**src/rtl/sipo_rx.sv**
```systemverilog
// Serial-in parallel-out receiver: assembles MSB-first bits into WIDTH-bit words
// and presents them on a held output with a valid/ack handshake and sticky overrun.
module sipo_rx #(
    parameter int WIDTH = 4,
    localparam int CNT_W = $clog2(WIDTH) + 1
) (
    input  logic             clk,
    input  logic             rst,
    input  logic             sin,
    input  logic             sin_en,
    input  logic             frame_sync,
    input  logic             dout_ack,
    input  logic             ovr_clr,
    output logic [WIDTH-1:0] dout,
    output logic             dout_valid,
    output logic             overrun,
    output logic             busy,
    output logic [CNT_W-1:0] bit_cnt
);

    // Handshake: a word transfers on any rising edge where dout_valid=1 and
    // dout_ack=1; dout_ack is ignored while dout_valid=0, and dout holds after transfer.

    typedef enum logic {
        IDLE  = 1'b0,
        SHIFT = 1'b1
    } state_t;

    localparam logic [CNT_W-1:0] LAST_BIT = CNT_W'(WIDTH - 1);

    state_t           state;
    logic [WIDTH-1:0] sr;
    logic             word_done;
    logic [WIDTH-1:0] word;

    // frame_sync overrides any completion that would otherwise happen this edge
    assign word_done = sin_en && !frame_sync && (bit_cnt == LAST_BIT);
    assign word      = {sr[WIDTH-2:0], sin};
    assign busy      = (state == SHIFT);

    always_ff @(posedge clk or posedge rst) begin
        if (rst) begin
            state      <= IDLE;
            sr         <= '0;
            bit_cnt    <= '0;
            dout       <= '0;
            dout_valid <= 1'b0;
            overrun    <= 1'b0;
        end else begin
            if (frame_sync) begin
                if (sin_en) begin
                    sr      <= {{(WIDTH-1){1'b0}}, sin};
                    bit_cnt <= CNT_W'(1);
                    state   <= SHIFT;
                end else begin
                    sr      <= '0;
                    bit_cnt <= '0;
                    state   <= IDLE;
                end
            end else if (sin_en) begin
                sr <= word;
                if (word_done) begin
                    bit_cnt <= '0;
                    state   <= IDLE;
                end else begin
                    bit_cnt <= bit_cnt + CNT_W'(1);
                    state   <= SHIFT;
                end
            end

            if (ovr_clr) begin
                overrun <= 1'b0;
            end

            // A completion landing on a held, unacknowledged word is dropped
            if (word_done) begin
                if (!dout_valid || dout_ack) begin
                    dout       <= word;
                    dout_valid <= 1'b1;
                end else begin
                    overrun <= 1'b1;
                end
            end else if (dout_valid && dout_ack) begin
                dout_valid <= 1'b0;
            end
        end
    end

endmodule

```
**config.mk**
```make
export PLATFORM = sky130hd
export DESIGN_NAME = sipo_rx
export DESIGN_NICKNAME = d
export VERILOG_FILES = /design/src/rtl/sipo_rx.sv
export SDC_FILE = /design/constraint.sdc
export NUM_CORES = 1
export LEC_CHECK = 0
export CELL_PAD_IN_SITES_DETAIL_PLACEMENT = 0
export CELL_PAD_IN_SITES_GLOBAL_PLACEMENT = 1
export CORE_AREA = 2 2 44 46
export CTS_CLUSTER_DIAMETER = 80
export CTS_CLUSTER_SIZE = 16
export DETAILED_ROUTE_END_ITERATION = 12
export DIE_AREA = 0 0 46 48
export GPL_TIMING_DRIVEN = 0
export PLACE_DENSITY = 0.85
export SYNTH_ARGS = -nofsm -noshare
export SYNTH_HDL_FRONTEND = slang
export SYNTH_SLANG_ARGS = --single-unit
```
**constraint.sdc**
```tcl
create_clock -name clk -period 4.7 [get_ports clk]
set_clock_uncertainty 0.2 [all_clocks]
set_input_delay 0.705 -clock clk [delete_from_list [all_inputs] [get_ports clk]]
set_output_delay 0.705 -clock clk [all_outputs]
set_load 0.005 [all_outputs]
```
==> flow_summary.toml <==
[critical_path]
critical-path-max-stage-delay_ps = 520
critical_path.endpoint_type = "output pin"
worst_reg2reg_path_length_in_cells = 4
worst_path_dominant_cell_family = "buffers and inverters"
worstPathRequired_ps = 3800
cp.arrival_ps = 1180
worst-path-buf-inv = 1
reg2reg_from = "bit_cnt[0]"
timing_worst_setup_path_type = "flip-flop to output pin"
setup.worst_path.start_class = "flip-flop"
reg2reg_setup_slack_ps = 3080
worstPathCellList = "clkdlybuf4s50_1"
slowest_cell_on_the_critical_path = "sky130_fd_sc_hd__clkdlybuf4s50_1"
critical_path.max_fanout = 5
r2r_end = "dout[1]"

[cts]
cts_buffer_depth = 2
clk_transition_reported_paths_ps = 80
tritoncts_clock_tree = "done"
root_buffer = "sky130_fd_sc_hd__clkbuf_4"
ctsHoldBuffers = 0
worst_skew_pair.late_latency_ps = 270
cts_inserted_buffers = 3
tritoncts_num_sinks = 13
post_cts.resized_instances = 0
cts-htree-levels = 1
post-cts-setup-buffers = 0

[drt]
wirelength_um = 1050
vias_per_cell = 4.82
drt-pass1-iter-count = 3
initialDrtViolationCount = 3
detail-route-antenna-nets = 0
wire_per_inst_um = 12.5
num_vias = 405
detail_route.drc_violations = 0

[global_routing]
grt_pass1_wl_um = 1700
number_of_global_route_vias_before_repair = 412
all_layer_gr_usage_pct = 11.2
grt_start_max_net_pins = 14
gr-total-overflow = 0
antenna_found_initial = 0

[timing]
worst_margin_pin_slew_ps = 489
setup_violations = 0
finalHoldViolations = 0
worst_slew_margin_relative_to_its_limit_pct = 67.4
fin_crit_ps = 2090
finalSetupTns_ps = 0
timing_max_transition_violations_final = 0
max_clock_freq_mhz = 479
final.period_utilization_pct = 44.5
rsz0062_at_grt = "no"

[finish]
core_util_final_pct = 46.1
final_net_count = 76
most_frequent_cells_in_the_layout = "sky130_fd_sc_hd__clkdlybuf4s50_1 (16), sky130_fd_sc_hd__dfrtp_1 (13)"
drive_above_1_share_pct = 16.4
nFillCells = 163
area_delta_synth_final_pct = 36.4
most_frequent_standard_cell_in_the_layout_excluding_fill_and_tap_cells = "sky130_fd_sc_hd__clkdlybuf4s50_1"
antenna-diode-count = 0

[job]
maxCapViolations = 0

[synthesis]
synth.net_count = 55
synth_sequential_area_ratio_pct = 57.0
yosys_register_bits = 13
yosys_warnings = 0
syn-mean-instance-area_um2 = 12.1
unique_cell_type_count_in_the_yosys_netlist = 20
synthCells = 47
syn_area_um2 = 571

[worst_hold_path]
hp-start = "dout[0]"
holdPathStages = 1
min-delay-path-class = "flip-flop to flip-flop"
worstHoldEndpoint = "dout[0]"

[pwr]
power-per-cell-area_mw_per_mm2 = 314
p_leak_nw = 0.374
ir_worst_vdd_mv = 0.112

[floorplan]
floorplan.die.height_um = 48
rows = 15
core_area_mm2 = 0.00169
initial_core_util_pct = 33.8
die_area_mm2 = 0.00221
design.portCount = 17
horizontal_die_dimension_um = 46

[placed_design]
placement.io_buffers = 16
hpwl_um = 781
finalWeightedCongestion = 0.742

[status]
outcome = "finished clean"
how the worst max path moves through the flow:
stage,cells past startpoint,startpoint,end,slack (ps)
6_report,1,bit_cnt[2],bit_cnt[2],2610
5_1_grt,1,bit_cnt[2],bit_cnt[2],2550
4_1_cts,1,bit_cnt[2],bit_cnt[2],2590
3_5_place_dp,4,frame_sync,dout[1],2370
3_3_place_gp,4,frame_sync,dout[0],2370
2_1_floorplan,3,dout_ack,dout[0],2960
routing by layer:
layer	vias up	share of wire (%)	track usage (%)
met5	-	0	0
met2	12	47	18.6
met3	2	6.0	2.64
li1	198	-	-
met4	0	1.9	8.57
met1	193	44	12.3
layout make-up:
class	count	area, um^2	area share (%)
Sequential cell	13	325	41.8
Buffer	1	7.51	0.965
Clock buffer	4	26.3	3.38
Tap cell	17	21.3	2.73
Timing Repair Buffer	16	160	20.6
Multi-Input combinational cell	29	223	28.6
Inverter	4	15.0	1.93
through the flow:
step	cells	worst slack, ps	instance area [um^2]	power (mW)	hold WS, ps
6_report	84	2610	778	0.244	314
5_1_grt	84	2550	778	0.257	337
4_1_cts	84	2590	778	0.248	319
3_5_place_dp	80	2370	752	0.178	297
3_3_place_gp	80	2370	752	0.177	295
2_1_floorplan	47	2960	571	0.151	281
state kept, by name (all words and copies together) (netlist names):
register    cells
dout            4
sr              3
dout_valid      1
busy            1
bit_cnt         3
overrun         1
cells by family after synthesis:
kind of cell | synth area share (%)
flops | 57.0
compound gates | 6.36
simple gates | 16.4
fa+ha+maj | 2.19
buf+inv | 3.95
mux | 14.0
Yosys cell counts (all sizes together):
cell type / number / area [um^2]
and2: 1 / 6.26
o21ai: 2 / 10.0
a22o: 1 / 8.76
o22ai: 2 / 12.5
mux2i: 2 / 20.0
or2b: 1 / 8.76
or3: 1 / 6.26
nand2: 5 / 26.3
nor2: 4 / 15.0
buf: 1 / 7.51
and3: 1 / 6.26
nand2b: 1 / 6.26
ha: 1 / 12.5
inv: 4 / 15.0
a21oi: 1 / 5.00
and4bb: 1 / 12.5
dfrtp: 13 / 325
mux2: 4 / 60.1
nor2b: 1 / 6.26
report_power, final:
part           internal, mW  total, mW  switching, mW
Sequential            0.122      0.128        0.00612
Combinational        0.0323     0.0472         0.0149
Clock                0.0329     0.0692         0.0363
Total                 0.187      0.244         0.0574
No activity file was read; power rests on OpenSTA's default activity.
